[src/rtl/mseq_if.sv]
// mseq_if: receive-side bit interface between an m-sequence sink and its consumer.
interface mseq_if #(parameter int WIDTH = 5);
  logic [WIDTH-1:0] type_f;
  logic             bit_in;
  logic             bit_valid;
  logic             out_valid;
  logic             corr_bit;
  logic             bit_err;
  logic             locked;
  logic [15:0]      err_total;
  modport master (output type_f, bit_in, bit_valid,
                  input  out_valid, corr_bit, bit_err, locked, err_total);
  modport slave  (input  type_f, bit_in, bit_valid,
                  output out_valid, corr_bit, bit_err, locked, err_total);
endinterface

[src/rtl/mseq_sync.sv]
// mseq_sync: acquires lock on an mfun m-sequence, flywheels it and counts bit errors.
module mseq_sync #(
  parameter int WIDTH    = 5,
  parameter int LOCK_CNT = 31,
  parameter int WINDOW   = 32,
  parameter int ERR_MAX  = 3
) (
  input logic   clk,
  input logic   rst_n,
  mseq_if.slave bus
);
  localparam int FW = $clog2(WIDTH + 1);
  localparam int MW = $clog2(LOCK_CNT + 1);
  localparam int WW = $clog2(WINDOW) > 0 ? $clog2(WINDOW) : 1;
  localparam int EW = $clog2(ERR_MAX + 1);
  localparam logic [FW-1:0] F_LAST = FW'(WIDTH - 1);
  localparam logic [MW-1:0] M_LAST = MW'(LOCK_CNT - 1);
  localparam logic [WW-1:0] W_LAST = WW'(WINDOW - 1);
  localparam logic [EW-1:0] E_MAX  = EW'(ERR_MAX);
  typedef enum logic [1:0] {FILL, HUNT, LOCK} state_t;
  state_t           state;
  logic [WIDTH-1:0] sr;
  logic [FW-1:0]    fill_cnt;
  logic [MW-1:0]    match_cnt;
  logic [WW-1:0]    win_cnt;
  logic [EW-1:0]    err_win;
  logic             pred, mis, hunt_err, drop;
  logic [WIDTH-1:0] shift_in;
  logic [EW-1:0]    lock_ew;
  always_comb begin
    pred     = ^(sr & bus.type_f);
    mis      = bus.bit_in != pred;
    hunt_err = mis || sr == '0;
    shift_in = {sr[WIDTH-2:0], bus.bit_in};
    lock_ew  = err_win + EW'(mis);
    drop     = lock_ew == E_MAX;
  end
  always_ff @(posedge clk or negedge rst_n) begin
    if (!rst_n) begin
      state         <= FILL;
      sr            <= '0;
      fill_cnt      <= '0;
      match_cnt     <= '0;
      win_cnt       <= '0;
      err_win       <= '0;
      bus.out_valid <= 1'b0;
      bus.corr_bit  <= 1'b0;
      bus.bit_err   <= 1'b0;
      bus.locked    <= 1'b0;
      bus.err_total <= '0;
    end else begin
      bus.out_valid <= bus.bit_valid;
      bus.bit_err   <= 1'b0;
      if (bus.bit_valid) begin
        case (state)
          FILL: begin
            sr           <= shift_in;
            fill_cnt     <= fill_cnt + FW'(1);
            bus.corr_bit <= bus.bit_in;
            if (fill_cnt == F_LAST) state <= HUNT;
          end
          HUNT: begin
            sr           <= shift_in;
            bus.corr_bit <= bus.bit_in;
            bus.bit_err  <= hunt_err;
            if (hunt_err) match_cnt <= '0;
            else if (match_cnt == M_LAST) begin
              match_cnt  <= '0;
              win_cnt    <= '0;
              err_win    <= '0;
              state      <= LOCK;
              bus.locked <= 1'b1;
            end else match_cnt <= match_cnt + MW'(1);
          end
          LOCK: begin
            bus.corr_bit <= pred;
            bus.bit_err  <= mis;
            win_cnt      <= win_cnt == W_LAST ? '0 : win_cnt + WW'(1);
            if (mis && ~&bus.err_total) bus.err_total <= bus.err_total + 16'd1;
            // On loss of lock, re-seed from the received stream rather than the flywheel
            if (drop) begin
              state      <= HUNT;
              bus.locked <= 1'b0;
              match_cnt  <= '0;
              sr         <= shift_in;
            end else begin
              sr      <= {sr[WIDTH-2:0], pred};
              err_win <= win_cnt == W_LAST ? '0 : lock_ew;
            end
          end
          default: state <= FILL;
        endcase
      end
    end
  end
endmodule

[src/flat_wrapper.sv]
// flat-port wrapper written by rule: the top's interface ports become plain ports
module mseq_sync_flat 
#(
  parameter int WIDTH    = 5,
  parameter int LOCK_CNT = 31,
  parameter int WINDOW   = 32,
  parameter int ERR_MAX  = 3
)
  (clk, rst_n, bus_type_f, bus_bit_in, bus_bit_valid, bus_out_valid, bus_corr_bit, bus_bit_err, bus_locked, bus_err_total);
  mseq_if #(.WIDTH(WIDTH)) bus_i ();
  input logic clk;
  input logic rst_n;
  input wire logic [$bits(bus_i.type_f)-1:0] bus_type_f;
  input wire logic [$bits(bus_i.bit_in)-1:0] bus_bit_in;
  input wire logic [$bits(bus_i.bit_valid)-1:0] bus_bit_valid;
  output wire logic [$bits(bus_i.out_valid)-1:0] bus_out_valid;
  output wire logic [$bits(bus_i.corr_bit)-1:0] bus_corr_bit;
  output wire logic [$bits(bus_i.bit_err)-1:0] bus_bit_err;
  output wire logic [$bits(bus_i.locked)-1:0] bus_locked;
  output wire logic [$bits(bus_i.err_total)-1:0] bus_err_total;
  assign bus_i.type_f = bus_type_f;
  assign bus_i.bit_in = bus_bit_in;
  assign bus_i.bit_valid = bus_bit_valid;
  assign bus_out_valid = bus_i.out_valid;
  assign bus_corr_bit = bus_i.corr_bit;
  assign bus_bit_err = bus_i.bit_err;
  assign bus_locked = bus_i.locked;
  assign bus_err_total = bus_i.err_total;
  mseq_sync #(.WIDTH(WIDTH), .LOCK_CNT(LOCK_CNT), .WINDOW(WINDOW), .ERR_MAX(ERR_MAX)) u_core (.clk(clk), .rst_n(rst_n), .bus(bus_i));
endmodule
[config.mk]
export PLATFORM = sky130hd
export DESIGN_NAME = mseq_sync_flat
export DESIGN_NICKNAME = d
export VERILOG_FILES = /design/src/rtl/mseq_if.sv /design/src/rtl/mseq_sync.sv /design/src/flat_wrapper.sv
export SDC_FILE = /design/constraint.sdc
export NUM_CORES = 1
export LEC_CHECK = 0
export ABC_AREA = 1
export CORE_MARGIN = 1
export CORE_UTILIZATION = 30
export CTS_CLUSTER_DIAMETER = 80
export DETAILED_ROUTE_END_ITERATION = 7
export GPL_TIMING_DRIVEN = 1
export MAX_ROUTING_LAYER = met4
export PLACE_DENSITY_LB_ADDON = 0.08
export RECOVER_POWER = 50
export SKIP_CTS_REPAIR_TIMING = 1
export SKIP_LAST_GASP = 1
export SLEW_MARGIN = 0
export SYNTH_ARGS = -nofsm -noshare
export SYNTH_HDL_FRONTEND = slang
export SYNTH_SLANG_ARGS = --single-unit
[constraint.sdc]
create_clock -name clk -period 7 [get_ports clk]
set_clock_uncertainty 0.2 [all_clocks]
set_input_delay 1.4 -clock clk [delete_from_list [all_inputs] [get_ports clk]]
set_output_delay 1.4 -clock clk [all_outputs]
set_load 0.05 [all_outputs]
==> metrics.cfg, run 1 <==
[final_layout]
final_cells=454
n_fill_cell=881
nNetsFinal=369
area_growth_pct=18.2
drive_above_1_share_pct=9.17
diodes=0
final_area_sq_mm=0.00298

[place]
dpl-instance-area_sq_mm=0.00289
placedCellCount=446
portBuffers=28
hpwl_mm=3.95
gp_congestion=0.722

[floorplanning]
fp.dieH_um=93.7
coreArea_sq_mm=0.00818
rows=33
ioPinCount=29
start_util_pct=30.8
die_w_um=93.7
fp.dieArea_sq_mm=0.00877

[worst_setup_path]
cpPeakStageDelay_ns=0.45
worst-path-buf-inv=2
worstPathRequired_ns=6.98
r2r_slack_ns=4.33
critPathTopFamily=simple AND/OR/NAND/NOR gates
cp_slowest_cell=clkdlybuf4s50_1
worst_path_most_repeated_cell=nand2_1
cp.arrival_ns=3.78
setup.worst_path.end_class=flip-flop
path_cells=clkdlybuf4s50_1, nand2_1, inv_1, nand2_1, nand2_1, nand2_2, nand2_2, nand2_2, nand3_4, nand2_4, ha_1, xor2_1, nand2_1, nand2_1, nand2_1, a21oi_2, nand4_1, xor2_1, nor2_1
crit_fanout=7
crit_type=primary input to flip-flop
worst_setup_path_start_kind=primary input

[global_route]
grt_util_met3_pct=2.83
grt_pass1_wl_mm=9.26
busiest_layer=met2
track_usage_pct=14.0
antenna_found_initial=0
globalRoute.totalOverflow=0
grt_max_degree=43
grt_use_met1_pct=18.0
grt_pass1_vias=2007
use_met2_pct=22.3

[synthesis]
syn_inst=317
syn_area_sq_mm=0.00252
syn_area_per_cell_sq_um=7.95
synthTopCellsByArea=dfrtp_1, nand2_1, inv_1
synth_nets=338
synth_top_area_share_pct=41.7
yosys.area.top_type=dfrtp_1
synth_warnings=0
synth_cell_types=31
seq_area_frac_synth_pct=41.7
synth_seq_cells=42

[timing]
grt_setup_unrepaired=no
finalSetupViolCount=0
report.final.slew_viol_count=43
max_freq_ghz=0.263
relSlewSlack_pct=-54.1
layout_min_cycle_time_ns=3.80
worstMarginPinSlew_ns=2.31
fin_tns_setup_ns=0
fin_crit_sh_pct=54.3
hold_viol_final=0

[clock_network]
clock_latency_ns=0.30
cts_max_level=2
cts_tree=built
clk_path_buf_depth=2
clkTransAtPathRegs_ns=0.08
cts_buffers=5
cts_num_sinks=42
cts-root-buf=clkbuf_8

[flow_run]
maxCapViolations=1

[hold_path]
min_path_type=flip-flop to flip-flop

[drt]
first_pass_iters=4
drt_iter0_markers=89
drc=0
vias=2043
via_per_inst=4.50
drtAntennaViolNets=0
finalWirelength_mm=5.30
wl_per_cell_um=11.7

[outcome]
violations=max-capacitance violations, max-slew violations
run_status=complete, but fails checks

[pwr]
ir_drop_v=0.000169
p_per_area_mw_per_mm2=382
power_uw=1140
power.leakage_uw=0.00142

path summary, 6_finish.rpt:
check | to | depth (start not counted) | from
max | u_core.match_cnt[3] | 19 | bus_type_f[0]
min | u_core.fill_cnt[2] | 1 | u_core.fill_cnt[2]
max reg2reg | u_core.match_cnt[3] | 18 | u_core.sr[0]
min reg2reg | u_core.fill_cnt[2] | 1 | u_core.fill_cnt[2]
max in group asynchronous | u_core.bus.err_total[5] | 1 | rst_n
min in group asynchronous | u_core.sr[3] | 1 | rst_n
layout make-up:
cell class                 instances  area, sq um  share of cell area [%]
multi-input combinational        225         1260                    42.1
clock inverter                     2         12.5                   0.420
tap                              105          131                    4.41
sequential                        42         1050                    35.3
timing repair buffer              28          274                    9.19
inverter                          46          173                    5.79
clock buffer                       6         82.6                    2.77
cells in the final DEF (no fill, tap or decap), drive strengths merged:
master,instances
xor2,14
o31ai,1
nor3,4
inv,46
nand3,25
a211oi,1
clkdlybuf4s50,25
ha,12
nor2,19
clkinvlp,1
nand3b,1
o21ai,23
dfrtp,42
a21oi,6
clkbuf,7
nand2,104
xnor2,1
or2,2
nand4,5
o22ai,2
clkinv,1
dlygate4sd3,2
nor4,5
routing by layer:
metal | routed length (um) | share of wire, % | up-vias
li1 | - | - | 1062
met1 | 2650 | 50 | 948
met2 | 2370 | 45 | 27
met3 | 201 | 3.8 | 6
met4 | 75 | 1.4 | 0
met5 | 0 | 0 | -
cell families (layout without fill, tap and decap cells):
family | after synthesis | in the layout | synth area share (%)
AO/OA/AOI/OAI | 33 | 33 | 7.15
XOR/XNOR | 15 | 15 | 5.51
adder cells (fa/ha/maj) | 12 | 12 | 5.96
buffers and inverters | 50 | 82 | 8.39
flip-flops | 42 | 42 | 41.7
AND/OR/NAND/NOR | 165 | 165 | 31.3
where the power goes:
part	leakage [uW]	switching, uW	internal, uW
sequential	0.000540	71.1	320
combinational	0.000831	389	191
clock	0.0000472	86.8	79.4
total	0.00142	547	590
stage by stage:
step	setup WS [ns]	hold WS, ns	util [%]
2_1_floorplan	3.58	0.245	-
5_1_grt	2.93	0.283	36.5
4_1_cts	3.19	0.279	36.5
6_report	3.20	0.273	36.5
3_5_place_dp	2.89	0.267	35.3
3_3_place_gp	2.93	0.260	35.3
registers in the layout, summed over array words and instances, names as in the netlist:
signal and flops:
u_core.bus.err_total 16, u_core.state 2, u_core.sr 5, u_core.bus.corr_bit 1, u_core.fill_cnt 3, u_core.match_cnt 5
u_core.bus.out_valid 1, u_core.bus.locked 1, u_core.win_cnt 5, u_core.bus.bit_err 1, u_core.err_win 2
worst reg2reg max path: stages, from the launching register on:
cell and delay, ns:
dfrtp_1 0.41, nand2_1 0.12, inv_1 0.06, nand2_1 0.06
nand2_1 0.05, nand2_2 0.10, nand2_2 0.08, nand2_2 0.08
nand3_4 0.09, nand2_4 0.09, ha_1 0.16, xor2_1 0.18
nand2_1 0.12, nand2_1 0.09, nand2_1 0.08, a21oi_2 0.26
nand4_1 0.14, xor2_1 0.15, nor2_1 0.05
synthesized netlist by cell type:
cell,n
inv_2,2
nor2_4,1
nand3_1,20
nand2_4,2
dfrtp_1,42
o31ai_1,1
nor3_1,4
buf_6,3
nor2_1,18
nand3_2,3
xnor2_1,1
buf_2,1
a211oi_1,1
nand2_1,93
nand2_2,9
nand3_4,2
a21oi_2,1
a21oi_1,5
xor2_2,1
nand4_1,5
o21ai_1,10
xor2_1,13
o22ai_1,2
inv_1,44
nor4_4,1
or2_2,2
nor4_1,4
o21ai_0,12
ha_1,12
nand3b_1,1
o21ai_2,1
(Power assumes the default switching activity.)
==> inputs of run 2 (changes only) <==
==> constraint.sdc (replaced) <==
create_clock -name clk -period 3.6 [get_ports clk]
set_clock_uncertainty 0.2 [all_clocks]
set_input_delay 0.72 -clock clk [delete_from_list [all_inputs] [get_ports clk]]
set_output_delay 0.72 -clock clk [all_outputs]
set_load 0.05 [all_outputs]
==> metrics.cfg, run 2 (synthesis gave the netlist of run 1 again) <==
[drt]
first_pass_iters=4
wl_per_cell_um=11.8
met2_length_mm=2.39
vias=2010
drtAntennaViolNets=0
via_per_inst=4.43
drc=0
top_layer_used=met4
drt-met1-wl_mm=2.70
wl_met3_um=195
finalWirelength_mm=5.36
drt_iter0_markers=57

[final_layout]
largest_reg_flops=16
drive_above_1_share_pct=8.88
diodes=0
layout_common_cells=nand2_1, inv_1, dfrtp_1
layout_commonest_cell=nand2_1
regMostFlops=u_core.bus.err_total
area_growth_pct=18.8
nNetsFinal=369

[clock_network]
cts_tree=built
cts_max_level=2
clk_path_buf_depth=2
clock_latency_ns=0.30
cts_num_sinks=42
clkTransAtPathRegs_ns=0.08
cts_buffers=5
cts-root-buf=clkbuf_8

[worst_setup_path]
worst-path-buf-inv=2
cp.arrival_ns=3.12
critPathTopFamily=simple AND/OR/NAND/NOR gates
cp_slowest_cell=clkdlybuf4s50_1
crit_fanout=7
crit_type=primary input to flip-flop
path_cells=clkdlybuf4s50_1, nand2_1, inv_1, nand2_1, nand2_1, nand2_2, nand2_2, nand2_2, nand3_4, nand2_4, ha_1, xor2_1, nand2_1, nand2_1, nand2_1, a21oi_2, nand4_1, xor2_1, nor2_1
setup.worst_path.end_class=flip-flop
worstPathRequired_ns=3.59
worst_path_most_repeated_cell=nand2_1
cpPeakStageDelay_ns=0.45
worst_setup_path_start_kind=primary input

[pwr]
power_uw=2270
power.leakage_uw=0.00142
ir_drop_v=0.000331
p_per_area_mw_per_mm2=757

[global_route]
grt_pass1_wl_mm=9.45
grt_pass1_vias=2042
track_usage_pct=14.3
globalRoute.totalOverflow=0
antenna_found_initial=0
grt_max_degree=43

[outcome]
run_status=complete, but fails checks
violations=max-capacitance violations, max-slew violations

[floorplanning]
start_util_pct=30.8
die_w_um=93.7
fp.dieArea_sq_mm=0.00877
rows=33
coreArea_sq_mm=0.00818
ioPinCount=29
fp.dieH_um=93.7

[timing]
report.final.slew_viol_count=43
fin_crit_sh_pct=87.1
finalSetupViolCount=0
grt_setup_unrepaired=no
layout_min_cycle_time_ns=3.13
hold_viol_final=0
max_freq_ghz=0.319
worstMarginPinSlew_ns=2.34
fin_tns_setup_ns=0
relSlewSlack_pct=-55.8

[place]
hpwl_mm=4.00
portBuffers=28
gp_congestion=0.722

[flow_run]
maxCapViolations=1

[hold_path]
min_path_type=flip-flop to flip-flop

-- run 2: cell count changes in the layout (fill, tap and decap cells not counted) --
cell             change
bufinv_16            +1
clkbuf_1             +1
clkbuf_8             -1
clkdlybuf4s50_1      +1
clkinv_2             -1
dlygate4sd3_1        -1
-- run 2: worst paths after layout --
path	cells past startpoint	startpoint	slack, ns	endpoint
max	19	bus_type_f[0]	0.47	u_core.match_cnt[3]
min	1	u_core.fill_cnt[2]	0.27	u_core.fill_cnt[2]
max reg2reg	18	u_core.sr[0]	0.90	u_core.match_cnt[3]
min reg2reg	1	u_core.fill_cnt[2]	0.27	u_core.fill_cnt[2]
max in group asynchronous	1	rst_n	0.95	u_core.bus.err_total[3]
min in group asynchronous	1	rst_n	0.92	u_core.sr[3]
-- run 2: cell type report --
| class | count | area, sq um |
|---|---|---|
| inverter | 46 | 173 |
| timing repair buffer | 28 | 274 |
| sequential | 42 | 1050 |
| clock inverter | 2 | 37.5 |
| tap | 105 | 131 |
| multi-input combinational | 225 | 1260 |
| clock buffer | 6 | 72.6 |
| fill | 880 | 5180 |
-- run 2: stage by stage --
stage | cell area [sq um] | setup WS [ns] | hold slack, ns | cells | utilization [%]
global route | 3000 | 0.203 | 0.283 | 454 | 36.6
global placement | 2890 | 0.213 | 0.260 | 446 | 35.3
CTS | 3000 | 0.458 | 0.279 | 454 | 36.7
detailed placement | 2890 | 0.156 | 0.267 | 446 | 35.3
floorplan | 2520 | 0.863 | 0.224 | 317 | -
finish | 3000 | 0.465 | 0.274 | 454 | 36.6
-- run 2: power by group --
group	internal, uW	total (uW)	switching (uW)
registers	621	759	138
logic	372	1130	759
clock network	207	378	171
total	1200	2270	1070
-- run 2: metal layers --
layer	track usage [%]	vias to the layer above
met5	-	-
met2	23.1	23
li1	-	1062
met3	3.32	5
met1	17.9	920
met4	4.23	0
==> inputs of run 3 (changes only) <==
--- a/config.mk
+++ b/config.mk
@@ -12,7 +12,7 @@
 export DETAILED_ROUTE_END_ITERATION = 7
 export GPL_TIMING_DRIVEN = 1
 export MAX_ROUTING_LAYER = met4
-export PLACE_DENSITY_LB_ADDON = 0.08
+export PLACE_DENSITY = 0.53
 export RECOVER_POWER = 50
 export SKIP_CTS_REPAIR_TIMING = 1
 export SKIP_LAST_GASP = 1
==> constraint.sdc (replaced) <==
create_clock -name clk -period 3.7 [get_ports clk]
set_clock_uncertainty 0.2 [all_clocks]
set_input_delay 0.74 -clock clk [delete_from_list [all_inputs] [get_ports clk]]
set_output_delay 0.74 -clock clk [all_outputs]
set_load 0.05 [all_outputs]
==> metrics.cfg, run 3 (synthesis gave the netlist of run 1 again) <==
[worst_setup_path]
cp.arrival_ns=3.13
worst_setup_path_start_kind=primary input
reg2regPathDepth=18
crit_fanout=7
setup.worst_path.end_class=flip-flop
cp_slowest_cell=clkdlybuf4s50_1
rr_endpoint=u_core.match_cnt[3]
crit_type=primary input to flip-flop
worstPathRequired_ns=3.69
r2r_slack_ns=1.02
critical_path.startpoint=bus_type_f[0]
r2r_start=u_core.sr[0]
cpPeakStageDelay_ns=0.45
path_cells=clkdlybuf4s50_1, nand2_1, inv_1, nand2_1, nand2_1, nand2_2, nand2_2, nand2_2, nand3_4, nand2_4, ha_1, xor2_1, nand2_1, nand2_1, nand2_1, a21oi_2, nand4_1, xor2_1, nor2_1
worst_path_most_repeated_cell=nand2_1

[final_layout]
largest_reg_flops=16
drive_above_1_share_pct=9.14
diodes=0
area_growth_pct=18.9
layout_commonest_cell=nand2_1
layout_common_cells=nand2_1, inv_1, dfrtp_1
final_area_sq_mm=0.00300
regMostFlops=u_core.bus.err_total
nNetsFinal=370

[pwr]
power.leakage_uw=0.00143
p_per_area_mw_per_mm2=731
ir_drop_v=0.000348

[timing]
grt_setup_unrepaired=no
max_freq_ghz=0.319
fin_crit_sh_pct=84.8
worstMarginPinSlew_ns=2.33
layout_min_cycle_time_ns=3.14
relSlewSlack_pct=-55.1
finalSetupViolCount=0
layout_setup_ws_ns=0.561
fin_tns_setup_ns=0
report.final.slew_viol_count=43
hold_viol_final=0

[floorplanning]
start_util_pct=30.8
fp.dieArea_sq_mm=0.00877
die_w_um=93.7
ioPinCount=29
rows=33
fp.dieH_um=93.7
coreArea_sq_mm=0.00818

[global_route]
antenna_found_initial=0
track_usage_pct=13.2
busiest_layer=met2
grt_max_degree=43
grt_pass1_vias=2014
globalRoute.totalOverflow=0
grt_util_met3_pct=2.59
grt_use_met1_pct=15.4
use_met2_pct=22.3
grt_pass1_wl_mm=8.82

[clock_network]
clk_path_buf_depth=2
cts_max_level=2
cts-root-buf=clkbuf_8
clkTransAtPathRegs_ns=0.08
cts_tree=built
cts_buffers=5
cts_num_sinks=42
clock_latency_ns=0.30

[drt]
wl_per_cell_um=11.4
first_pass_iters=4
finalWirelength_mm=5.20
via_per_inst=4.52
drc=0
drtAntennaViolNets=0
vias=2056
drt_iter0_markers=44

[place]
dpl-instance-area_sq_mm=0.00290
gp_congestion=0.794
hpwl_mm=3.78
portBuffers=28
post-place-ws_ns=0.249

[hold_path]
min_from=u_core.bus.locked
hold_path_end=u_core.bus.locked
min_path_cells=2
min_path_type=flip-flop to flip-flop

[outcome]
violations=max-capacitance violations, max-slew violations
run_status=complete, but fails checks

[flow_run]
maxCapViolations=1

## run 3: how the worst max path moves through the flow
stage / endpoint / cells past startpoint
floorplan: u_core.match_cnt[3] / 18
global placement: u_core.match_cnt[3] / 19
detailed placement: u_core.match_cnt[4] / 19
CTS: u_core.match_cnt[3] / 19
global route: u_core.match_cnt[3] / 19
finish: u_core.match_cnt[3] / 19
## run 3: worst max-delay path: cells and delay by family
kind,cells,cell delay [ns]
buffers and inverters,2,0.53
AND/OR/NAND/NOR,13,1.09
adder cells (fa/ha/maj),1,0.20
AO/OA/AOI/OAI,1,0.25
XOR/XNOR,2,0.33
## run 3: cell type report
class	instances	area, sq um
Fill cell	867	5180
Multi-Input combinational cell	225	1260
Clock buffer	5	68.8
Inverter	46	173
Timing Repair Buffer	29	278
Sequential cell	42	1050
Clock inverter	3	40.0
Tap cell	105	131
## run 3: through the flow
stage | util (%) | hold WS [ns] | total power, uW | cells
6_report | 36.7 | 0.274 | 2190 | 455
5_1_grt | 36.7 | 0.322 | 2360 | 455
2_1_floorplan | - | 0.244 | 1550 | 317
4_1_cts | 36.8 | 0.284 | 2230 | 455
3_5_place_dp | 35.4 | 0.263 | 1850 | 447
3_3_place_gp | 35.4 | 0.263 | 1840 | 447
## run 3: power by group
part	leakage, uW	total [uW]	switching [uW]	internal (uW)
Clock	0.0000579	361	162	199
Sequential	0.000540	732	127	604
Combinational	0.000829	1100	736	363
## run 3: routing by layer
| layer | part of all wire (%) | routed length [um] |
|---|---|---|
| met4 | 2.2 | 112 |
| met2 | 47 | 2430 |
| met5 | 0 | 0 |
| met1 | 47 | 2450 |
| met3 | 4.0 | 210 |
